===== config.mk =====
export PLATFORM = sky130hd
export DESIGN_NAME = vc_mchan_queue
export DESIGN_NICKNAME = d
export VERILOG_FILES = /design/src/rtl/vc_mchan_queue.sv
export SDC_FILE = /design/constraint.sdc
export NUM_CORES = 1
export LEC_CHECK = 0
export CAP_MARGIN = 20
export CORE_UTILIZATION = 30
export DETAILED_ROUTE_END_ITERATION = 8
export PLACE_DENSITY_LB_ADDON = 0.05
export SLEW_MARGIN = 40
export SYNTH_ARGS = -nofsm -noshare
export SYNTH_HDL_FRONTEND = slang
export SYNTH_SLANG_ARGS = --single-unit

===== constraint.sdc =====
create_clock -name clk -period 4.3 [get_ports clk]
set_input_delay 0.86 -clock clk [delete_from_list [all_inputs] [get_ports clk]]
set_output_delay 0.86 -clock clk [all_outputs]
set_load 0.05 [all_outputs]

===== src/rtl/vc_mchan_queue.sv =====
// Purpose: p_num_chans independent FIFO channels, p_num_msgs deep each, behind one
//          channel-tagged enqueue port and one round-robin arbitrated dequeue port.
// Latency: one cycle from an accepted enqueue to the earliest presentation on deq; no bypass.
// Backpressure: enq_rdy drops when the addressed channel is full, or when enq_chan is
//          out of range. With p_pipe_en=1, a full channel that is being dequeued in the
//          same cycle still accepts. deq_val/deq_chan/deq_msg hold steady while deq_rdy=0,
//          unless a higher-priority channel fills.
// Ports:   clk, reset (async active-low); enq_val/enq_rdy/enq_chan/enq_msg;
//          deq_val/deq_rdy/deq_chan/deq_msg; num_free_entries (per channel, ch0 in LSBs).
// Option:  VC_MCHAN_QUEUE_SCRUB_EN resets the storage and zeroes each slot as it is dequeued.
module vc_mchan_queue #(
   parameter int p_msg_nbits  = 32,
   parameter int p_num_msgs   = 4,
   parameter int p_num_chans  = 2,
   parameter int p_pipe_en    = 0,
   localparam int c_addr_nbits = (p_num_msgs > 1) ? $clog2(p_num_msgs) : 1,
   localparam int c_chan_nbits = $clog2(p_num_chans)
) (
   input  logic                                     clk,
   input  logic                                     reset,
   input  logic                                     enq_val,
   output logic                                     enq_rdy,
   input  logic [c_chan_nbits-1:0]                  enq_chan,
   input  logic [p_msg_nbits-1:0]                   enq_msg,
   output logic                                     deq_val,
   input  logic                                     deq_rdy,
   output logic [c_chan_nbits-1:0]                  deq_chan,
   output logic [p_msg_nbits-1:0]                   deq_msg,
   output logic [p_num_chans*(c_addr_nbits+1)-1:0]  num_free_entries
);

   localparam int                    c_cnt_nbits = c_addr_nbits + 1;
   localparam logic [c_cnt_nbits-1:0]  c_full      = c_cnt_nbits'(p_num_msgs);
   localparam logic [c_addr_nbits-1:0] c_last_slot = c_addr_nbits'(p_num_msgs - 1);
   localparam logic [c_chan_nbits-1:0] c_last_chan = c_chan_nbits'(p_num_chans - 1);
   localparam bit                    c_pipe      = (p_pipe_en != 0);

   logic [c_addr_nbits-1:0] enq_ptr [p_num_chans];
   logic [c_addr_nbits-1:0] deq_ptr [p_num_chans];
   logic [c_cnt_nbits-1:0]  count   [p_num_chans];
   logic [c_chan_nbits-1:0] rr_ptr;
   logic [p_msg_nbits-1:0]  storage [p_num_chans][p_num_msgs];

   logic [c_chan_nbits-1:0] grant;
   logic [c_chan_nbits-1:0] idx;
   logic                    any_vld;
   logic                    enq_chan_ok;
   logic [c_cnt_nbits-1:0]  enq_cnt;
   logic                    do_enq;
   logic                    do_deq;
   logic [p_num_chans-1:0]  enq_hit;
   logic [p_num_chans-1:0]  deq_hit;

   function automatic logic [c_addr_nbits-1:0] ptr_inc(input logic [c_addr_nbits-1:0] p);
      return (p == c_last_slot) ? '0 : p + 1'b1;
   endfunction

   // Cyclic search starting at rr_ptr; the first non-empty channel wins.
   always_comb begin
      grant   = '0;
      any_vld = 1'b0;
      idx     = '0;
      for (int i = 0; i < p_num_chans; i++) begin
         idx = c_chan_nbits'((int'(rr_ptr) + i) % p_num_chans);
         if (!any_vld && (count[idx] != '0)) begin
            any_vld = 1'b1;
            grant   = idx;
         end
      end
   end

   assign deq_val  = any_vld;
   assign deq_chan = any_vld ? grant : '0;
   assign deq_msg  = any_vld ? storage[grant][deq_ptr[grant]] : '0;
   assign do_deq   = deq_val && deq_rdy;

   // Out-of-range channels read as full so they can never be accepted.
   assign enq_chan_ok = (int'(enq_chan) < p_num_chans);
   assign enq_cnt     = enq_chan_ok ? count[enq_chan] : c_full;
   assign enq_rdy     = enq_chan_ok &&
                        ((enq_cnt < c_full) || (c_pipe && do_deq && (grant == enq_chan)));
   assign do_enq      = enq_val && enq_rdy;

   always_comb begin
      enq_hit          = '0;
      deq_hit          = '0;
      num_free_entries = '0;
      for (int c = 0; c < p_num_chans; c++) begin
         enq_hit[c] = do_enq && (int'(enq_chan) == c);
         deq_hit[c] = do_deq && (int'(grant) == c);
         num_free_entries[c*c_cnt_nbits +: c_cnt_nbits] = c_full - count[c];
      end
   end

   always_ff @(posedge clk or negedge reset) begin
      if (!reset) begin
         rr_ptr <= '0;
         for (int c = 0; c < p_num_chans; c++) begin
            enq_ptr[c] <= '0;
            deq_ptr[c] <= '0;
            count[c]   <= '0;
         end
      end else begin
         if (do_deq) begin
            rr_ptr <= (grant == c_last_chan) ? '0 : grant + 1'b1;
         end
         for (int c = 0; c < p_num_chans; c++) begin
            if (enq_hit[c]) enq_ptr[c] <= ptr_inc(enq_ptr[c]);
            if (deq_hit[c]) deq_ptr[c] <= ptr_inc(deq_ptr[c]);
            // Same-channel enq+deq leaves count alone, including the full pipe case.
            if (enq_hit[c] && !deq_hit[c]) count[c] <= count[c] + 1'b1;
            else if (deq_hit[c] && !enq_hit[c]) count[c] <= count[c] - 1'b1;
         end
      end
   end

`ifdef VC_MCHAN_QUEUE_SCRUB_EN
   // Enqueue is written last so pipe-mode data into the just-freed slot beats the scrub.
   always_ff @(posedge clk or negedge reset) begin
      if (!reset) begin
         for (int c = 0; c < p_num_chans; c++) begin
            for (int m = 0; m < p_num_msgs; m++) begin
               storage[c][m] <= '0;
            end
         end
      end else begin
         if (do_deq) storage[grant][deq_ptr[grant]] <= '0;
         if (do_enq) storage[enq_chan][enq_ptr[enq_chan]] <= enq_msg;
      end
   end
`else
   // Plain RAM: stale words stay behind but the deq_msg gating never exposes them.
   always_ff @(posedge clk) begin
      if (do_enq) storage[enq_chan][enq_ptr[enq_chan]] <= enq_msg;
   end
`endif

`ifndef SYNTHESIS
   always @(posedge clk) begin
      if (reset) begin
         assert (!$isunknown(enq_val));
         assert (!$isunknown(deq_rdy));
         if (enq_val) assert (!$isunknown(enq_chan));
      end
   end
`endif

endmodule


==> flow_summary.ini <==
[status]
status = completed

[cts]
clk_pin_slew_ns = 0.06
cts_buffer_depth = 3
clock_latency_ns = 0.55
cts_max_level = 1
cts_tree = built
cts_buffers = 31
cts_root_buf = clkbuf_16
cts_sinks = 271
postCtsSetupBuffers = 0

[final_layout]
num-nets-final = 787
n_fill_cell = 3259
drive_above_1_share_pct = 12.1
area_growth_pct = 23.1
final_util_pct = 37.8

[worst_setup_path]
worst-r2r-setup-slack_ns = 1.70
worstReg2RegStart = count[0]
critPathKind = flop to output pin
cp.required_ns = 3.44
reg2reg_depth = 7
crit_path_end_kind = output pin
r2r-end = count[4]
crit_fanout = 16
arrival_ns = 3.32
startpoint_type = flop

[sta]
fin_crit_sh_pct = 97.3
worst_pin_slew_ns = 0.559
slew_viol_final = 0
skew_ns = 0.0117
hold_ws_ns = 0.215
setup_viol = 0
max_slew_margin_pct = 62.6
tns_ns = 0
rsz0062_at_grt = no
finalCriticalPeriod_ns = 4.18
final_hold_viol_count = 0
max_freq_mhz = 239

[yosys]
syn_area_sq_mm = 0.0110
synth_top_family_by_area = multiplexers
synthTopCellsByArea = edfxtp_1 70%, mux2i_1 15%, dfrtp_1 3.4%
synthTopCellsByCount = 256 x edfxtp_1, 161 x mux2i_1, 77 x nand2_1
synth.ff_latch_count = 271
synth_compound_area_share_pct = 3.65
muxShareOfSynthArea_pct = 15.3
synth_xor_area_share_pct = 0.637
synth_cell_types = 31
synth.most_common_cell = edfxtp_1
synth-async-reset-ratio_pct = 5.54
synthAdderAreaFrac_pct = 1.27
syn-num-nets = 684
synth_edf_count = 256
synth-simple-area-share_pct = 3.69
yosysTopAreaCell = edfxtp_1
netlist_instances = 637
synth-main-ff-cell = edfxtp_1
syn_avg_cell_area_sq_um = 17.3
ys_seq_area_share_pct = 73.2
synth_top_area_share_pct = 69.8
synth-warning-count = 0

[place]
port_buffers = 77
gp_congestion = 0.687
hpwl_um = 15000

[routing]
avgRoutedWirePerCell_um = 22.1
vias_per_cell = 4.67
drtPass1Iterations = 4
vias = 5726
wl_um = 27100
drc = 0
ant_nets = 0
initialDrtViolationCount = 290

[global_routing]
grt_overflow = 0
grtUsageTotal_pct = 14.1
grt_pass1_wl_um = 39400
antenna_found_initial = 1
grt_pass1_vias = 6086
grt_max_degree = 49

[floorplan]
start_util_pct = 30.7
fp.dieH_um = 194
fp.dieW_um = 194
io_pins = 78
rows = 69
die-area_sq_mm = 0.0375
core_sq_mm = 0.0358

[flow_run]
cap_violations = 0

[hold_path]
hold_class = primary input to async pin
[how the worst max path moves through the flow]
stage	cells after the start	slack, ns	startpoint	end
4_1_cts	5	0.01	count[0]	deq_msg[20]
6_report	6	0.12	count[0]	deq_msg[25]
3_3_place_gp	5	0.62	count[0]	deq_msg[14]
5_1_grt	6	0.006	count[0]	deq_msg[25]
2_1_floorplan	4	0.12	enq_val	storage[1][32]
3_5_place_dp	5	0.58	count[0]	deq_msg[14]
[cell usage in the layout, fill, tap and decap left out, types with 4 or more instances in the layout]
cell type	synthesis	routed
a32o_1	32	32
buf_12	0	6
buf_4	8	23
bufinv_16	0	4
clkbuf_1	10	9
clkbuf_16	0	31
clkdlybuf4s50_1	0	49
clkinv_1	0	6
clkinv_2	0	4
dfrtp_1	15	13
dlymetal6s2s_1	0	24
edfxtp_1	256	256
ha_1	8	8
inv_1	9	9
mux2_1	4	4
mux2i_1	161	161
nand2_1	77	77
nor2_1	8	6
xor2_1	6	6
[routing by layer]
| layer | GRT usage, % | share of wire (%) |
|---|---|---|
| met5 | 0 | 0 |
| met1 | 18.1 | 44 |
| met4 | 3.32 | 1.9 |
| met3 | 2.46 | 3.5 |
| met2 | 24.7 | 50 |
[area by class of cell]
| cell class | count | area [sq um] | share of cell area, % |
|---|---|---|---|
| Inverter | 10 | 40.0 | 0.295 |
| Multi-Input combinational cell | 322 | 2770 | 20.4 |
| Clock buffer | 42 | 837 | 6.18 |
| Antenna cell | 1 | 2.50 | 0.0185 |
| Sequential cell | 271 | 8070 | 59.6 |
| Clock inverter | 14 | 163 | 1.20 |
| Timing Repair Buffer | 104 | 1100 | 8.10 |
| Tap cell | 461 | 577 | 4.26 |
[sequential cells by signal, indices dropped and copies added, names as in the netlist]
signal and cells:
storage 256, count 6, deq_ptr 4, enq_ptr 4, rr_ptr 1
[timing repair]
item / in CTS / in global routing
gates resized for setup: 1 / 25
pin swaps: 1 / 1
hold buffers: 0 / 0
gates cloned: 0 / 1
setup endpoints to repair: 1 / 15
[critical path, cell delays in order, from the launching register on]
cell and delay [ns]:
dfrtp_1 0.45, or3_4 0.45, a21oi_2 0.39, o2bb2ai_4 0.16, buf_4 0.30, a32o_1 0.22, clkdlybuf4s50_1 0.80
[metrics by stage]
| stage | cell area (sq um) | cells | setup WS, ns |
|---|---|---|---|
| after floorplan | 11000 | 637 | 0.117 |
| after global placement | 12500 | 1166 | 0.621 |
| after detailed placement | 12500 | 1167 | 0.585 |
| after CTS | 13500 | 1223 | 0.0130 |
| after global routing | 13500 | 1224 | 0.00600 |
| final | 13600 | 1225 | 0.117 |
[logic make-up (layout without fill, tap and decap cells)]
family	after synthesis	count (layout)
AOI/OAI and AO/OA	39	40
buffers and inverters	45	170
adders and majority gates	10	10
muxes	167	167
and+or+nand+nor	97	97
xor gates and xnor gates	8	8
other	0	1
DFF	271	271
Power is left out: the tool's default activity adds up to more than one toggle a clock period on the data nets, which glitch-free logic cannot reach.
==> edit 1: new RTL, same settings <==
Change the parameter `p_pipe_en` from 0 to 1.
--- a/src/rtl/vc_mchan_queue.sv
+++ b/src/rtl/vc_mchan_queue.sv
@@ -13,5 +13,5 @@
    parameter int p_num_msgs   = 4,
    parameter int p_num_chans  = 2,
-   parameter int p_pipe_en    = 0,
+   parameter int p_pipe_en    = 1,
    localparam int c_addr_nbits = (p_num_msgs > 1) ? $clog2(p_num_msgs) : 1,
    localparam int c_chan_nbits = $clog2(p_num_chans)
Function: changed (a bounded check fails within 10 cycles, from zero or initial values and one cycle with reset low).
==> edit 1 against the unedited design <==
  * Sequential cell count stayed put
  * Die area up 0.33%
  * Setup slack better by 0.48 ns
  * Wire length down 3.6%
  * First-iteration DRC count down 5.9%
  * Final area is 1.1% higher
  * Area after synthesis is 0.33% higher
  * Critical endpoint is now deq_msg[18]
  * Highest routed layer is now met5
Power is left out: the tool's default activity adds up to more than one toggle a clock period on the data nets, which glitch-free logic cannot reach.
==> edit 1: results (changes against the unedited design) <==
Cells and area
The count of fill cells added during filler insertion came to 3302 (+1.3%). The sequential portion of the cell area is 0.589 (-0.00674). The number of cells in the finished layout apart from fillers is 1216 (-0.73%).

The number of inserted diodes is 0 (-1). The multi-input combinational cell count is 320 (-0.62%). The ratio of cells with drive above 1 in the final layout is 0.156 (+0.0357).

The final cell utilization of the core is 0.382 (+0.00341). The fraction of area in multi-input gates was 0.203 (-0.00140). The fraction of area in clock buffers and inverters is 0.0683 (-0.00549). The final net count is 779 (-1.0%).

Global routing
The global-route wire length before repair is 38.8 mm (-1.6%). The number of global-route vias before repair is 6019 (-1.1%). The met2 track demand over resource in global routing is 0.241 (-0.00642). The global routing usage on met1 is 0.184 (+0.00270). The global-route usage over all layers is 0.139 (-0.00180). The global routing usage on met3 is 0.0245 (-0.0000556).

Detailed routing
The detailed-routed wire length on met3 is 1.33 mm (+38%). The via density per instance is 4.71 (+0.67%). The average wire per cell in the routed design is 21.5 um (-2.9%). The highest metal layer carrying signal wires in the routed design is met5. The detailed-routing wirelength on met1 is 11.5 mm (-3.8%). The violation count after the first detailed-routing iteration came to 273 (-5.9%).

Clocking
The quantity of gates resized following cts is 0 (-1).

Timing
The minimum clock period is 3.71 ns (-0.477 ns). The worst slew margin relative to its limit is 0.574 (-0.0522). The worst clock skew is 0.0165 ns (+0.00479 ns).

Setup path
The critical path's largest stage delay is 0.55 ns (-0.25 ns). On the critical path, the stage with the largest delay is an instance of sky130_fd_sc_hd__buf_4. The depth of the worst register-to-register path was 9 (+2). The last element of the critical path is deq_msg[18]. The startpoint identified for the worst register-to-register timing path is count[3]. The signal arrival time at the worst endpoint is 2.85 ns (-0.47 ns). The endpoint identified for the worst register-to-register timing path is count[2]. The maximum fanout count along the critical path was 34 (+18).

Synthesis
The net count after synthesis is 683 (-0.15%). The number of different library cells in the post-synthesis netlist is 40 (+29%). Sorting the synthesized cells by how often they occur yields sky130_fd_sc_hd__edfxtp_1, sky130_fd_sc_hd__mux2i_1, sky130_fd_sc_hd__nand2_1.

In the post-synthesis netlist, the biggest area contributors are sky130_fd_sc_hd__edfxtp_1, sky130_fd_sc_hd__mux2i_1, sky130_fd_sc_hd__dfrtp_1. The post-synthesis area per instance is 17.4 sq um (+0.49%). The part of the Yosys area used for sequential elements came to 0.730 (-0.00241).

Place
The placed standard-cell area is 0.0128 sq mm (+2.4%).

Status
The run finished with clean final reports.
[edit 1: cell count changes after synthesis, moves of 2 or more]
cell / delta
sky130_fd_sc_hd__nor2_1: -4
sky130_fd_sc_hd__and3_1: +2
sky130_fd_sc_hd__nor3_1: -3
sky130_fd_sc_hd__buf_6: +2
sky130_fd_sc_hd__nand2_1: -9
sky130_fd_sc_hd__buf_2: +5
sky130_fd_sc_hd__mux2_2: +2
sky130_fd_sc_hd__buf_4: -6
sky130_fd_sc_hd__nor3b_1: +3
[edit 1: logic make-up after synthesis]
kind of cell | Yosys count | share of synthesized area
AO/OA/AOI/OAI | 45 | 0.0394
AND/OR/NAND/NOR | 87 | 0.0342
XOR/XNOR | 8 | 0.00634
buffers and inverters | 45 | 0.0223
multiplexers | 170 | 0.155
flip-flops | 271 | 0.730
adder cells (fa/ha/maj) | 10 | 0.0127
==> edit 2: new RTL, same flow settings <==
Without the edit above. Set the parameter `p_msg_nbits` to 64 (it was 32).
--- a/src/rtl/vc_mchan_queue.sv
+++ b/src/rtl/vc_mchan_queue.sv
@@ -10,5 +10,5 @@
 // Option:  VC_MCHAN_QUEUE_SCRUB_EN resets the storage and zeroes each slot as it is dequeued.
 module vc_mchan_queue #(
-   parameter int p_msg_nbits  = 32,
+   parameter int p_msg_nbits  = 64,
    parameter int p_num_msgs   = 4,
    parameter int p_num_chans  = 2,
Ports: changed (resized deq_msg and enq_msg); port bits go from 78 to 142. No check against the original RTL was run, so the function may have changed too.
==> edit 2 against the unedited design <==
  * Final area up 87%
  * Register-to-register slack worse by 0.09 ns
  * Clock skew increased by 0.0040 ns
  * Utilization fell by 1.1 points
  * Critical endpoint is now deq_chan
  * Area after synthesis grew 91%
  * Sequential share of layout area rose by 2.6 points
  * Wire length rose by 95%
  * Setup slack gained 0.14 ns
  * Final cell count grew 89%
  * Critical path depth decreased by 1
  * Sequential cell count is 256 higher
Power is left out: the tool's default activity adds up to more than one toggle a clock period on the data nets, which glitch-free logic cannot reach.
==> edit 2: results (changes against the unedited design) <==
Detailed routing
The detailed-routing wirelength on met1 is 24.0 mm (+100%). The violation count after the first detailed-routing iteration is 473 (+63%). The via density per instance came to 4.64 (-0.77%).

The remaining design rule violation count is 0 (unchanged). The detailed-routed wire length on met3 is 2.22 mm (+130%). The detailed-routing iteration count for the pre-antenna-repair pass is 6 (+2).

The final wirelength is 52.7 mm (+95%). The routed wire length on met2 is 25.5 mm (+87%). The average wire per cell in the routed design is 22.7 um (+2.8%). The highest layer touched by signal routing is met5.

Clocking
The buffer cell driving the clock tree root is sky130_fd_sc_hd__clkbuf_16. The deepest level of the CTS H-tree came to 2 (+1). The quantity of gates resized following cts came to 0 (-1). The number of buffers created by CTS was 59 (+90%). The clock sink count is 527 (+94%). The number of buffers inserted to repair setup after CTS is 0 (unchanged). The number of buffers on the longest clock path is 3 (unchanged). The later-pin clock latency in the skew report is 0.61 ns (+0.06 ns).

Cells and area
The count of fill cells added during filler insertion is 6465 (+98%). The final net count is 1428 (+81%). The largest registers in the layout are storage x512, count x6. The number of inserted diodes is 0 (-1). The ratio of cells with drive above 1 in the final layout is 0.143 (+0.0221).

Global routing
The global-route wire length before repair is 77.5 mm (+97%). The overall overflow remaining after global route is 0 (unchanged). The maximum number of pins on one net before global-route repair is 70 (+43%). The number of global-route vias before repair is 11200 (+84%).

The initial antenna violation count came to 3 (+2). The global-route usage over all layers is 0.150 (+0.00840).

Place
The quantity of I/O buffers inserted on ports is 141 (+83%). The number of instances in the placed design is 2219 (+90%). The HPWL reported at the end of detailed placement is 27.4 mm (+83%). The worst setup slack after placement came to 0.824 ns (+0.239 ns). The final RePlAce weighted congestion is 0.663 (-3.6%).

Synthesis
By count the netlist is led by sky130_fd_sc_hd__edfxtp_1, sky130_fd_sc_hd__mux2i_1, sky130_fd_sc_hd__nand2_1. By area the synthesized netlist is led by sky130_fd_sc_hd__edfxtp_1, sky130_fd_sc_hd__mux2i_1, sky130_fd_sc_hd__a32o_1. The fraction of registers with async set/reset is 0.0285 (-0.0269).

The net count after synthesis was 1257 (+84%). The part of the Yosys area used for sequential elements is 0.747 (+0.0148). The count of synthesis-stage warnings from yosys came to 0 (unchanged). The number of instances in the synthesized netlist is 1178 (+85%). The number of synthesized flops with an enable pin was 512 (+100%). The number of different library cells in the post-synthesis netlist is 30 (-3.2%).

Setup path
The launch point of the worst reg-to-reg path is count[0]. The maximum fanout count along the critical path is 56 (+40). The critical path's largest stage delay is 0.89 ns (+0.09 ns). The signal arrival time at the worst endpoint is 3.18 ns (-0.14 ns). The critical path starts at count[3].

Status
The flow ran to the end, and the final reports show no timing, DRC or antenna violations.

Job
The reported max-cap violation count came to 0 (unchanged).

Timing
The slew at the pin closest to its max-slew limit is 0.812 ns (+0.253 ns). The worst clock skew is 0.0157 ns (+0.00400 ns).
==> edit 2: changes by cell type in the layout (fill, tap and decap cells not counted), moves of 4 or more <==
cell	change
sky130_fd_sc_hd__clkinv_1	+7
sky130_fd_sc_hd__clkbuf_1	+8
sky130_fd_sc_hd__clkdlybuf4s50_1	+27
sky130_fd_sc_hd__dlymetal6s2s_1	-24
sky130_fd_sc_hd__edfxtp_1	+256
sky130_fd_sc_hd__buf_4	+59
sky130_fd_sc_hd__mux2i_1	+160
sky130_fd_sc_hd__mux2_1	-4
sky130_fd_sc_hd__nand2_1	+61
sky130_fd_sc_hd__mux2_2	+6
sky130_fd_sc_hd__buf_12	+12
sky130_fd_sc_hd__clkbuf_16	+28
sky130_fd_sc_hd__a32o_1	+32
==> edit 2: kinds of logic (layout without fill, tap and decap cells) <==
kind of cell | after synthesis | after routing | synth area share
flops | 527 | 527 | 0.747
mux | 329 | 329 | 0.157
simple gates | 158 | 158 | 0.0302
buf+inv | 76 | 286 | 0.0225
compound gates | 70 | 70 | 0.0335
fa+ha+maj | 10 | 10 | 0.00665
xor+xnor | 8 | 8 | 0.00332
==> edit 2: worst reg2reg max path, cell delays in order (launching register included) <==
cell                       delay (ns)
sky130_fd_sc_hd__dfrtp_1         0.44
sky130_fd_sc_hd__or3_4           0.45
sky130_fd_sc_hd__o21ai_4         0.08
sky130_fd_sc_hd__clkinv_2        0.31
sky130_fd_sc_hd__nand2_1         0.26
sky130_fd_sc_hd__ha_1            0.22
sky130_fd_sc_hd__inv_1           0.07
sky130_fd_sc_hd__fa_1            0.38
sky130_fd_sc_hd__xor2_1          0.15
sky130_fd_sc_hd__nor2_1          0.12
sky130_fd_sc_hd__xor2_1          0.15
==> edit 2: final timing paths <==
check	slack (ns)	depth (start not counted)	end
max	0.26	5	deq_chan
min	0.17	1	count[1]
max reg2reg	1.61	10	count[2]
min reg2reg	0.58	1	count[2]
max in group asynchronous	3.83	1	deq_ptr[0]
min in group clk	0.58	1	count[2]
==> edit 2: cell type report <==
cell class                 instances  share of cell area
tap                              931              0.0459
clock inverter                    24             0.00745
timing repair buffer             177              0.0686
inverter                           9             0.00138
multi-input combinational        575               0.195
clock buffer                      76              0.0607
sequential                       527               0.621
==> edit 2: stage by stage <==
| stage | utilization | area (sq um) |
|---|---|---|
| 2_1_floorplan | - | 21100 |
| 3_3_place_gp | 0.342 | 23600 |
| 3_5_place_dp | 0.342 | 23600 |
| 4_1_cts | 0.367 | 25400 |
| 5_1_grt | 0.367 | 25400 |
| 6_report | 0.367 | 25400 |
==> edit 2: metal layers <==
| metal | GRT usage | vias up |
|---|---|---|
| met5 | 0 | - |
| met4 | 0.0351 | 6 |
| met3 | 0.0286 | 77 |
| met2 | 0.250 | 174 |
| met1 | 0.200 | 5533 |
| li1 | - | 4966 |
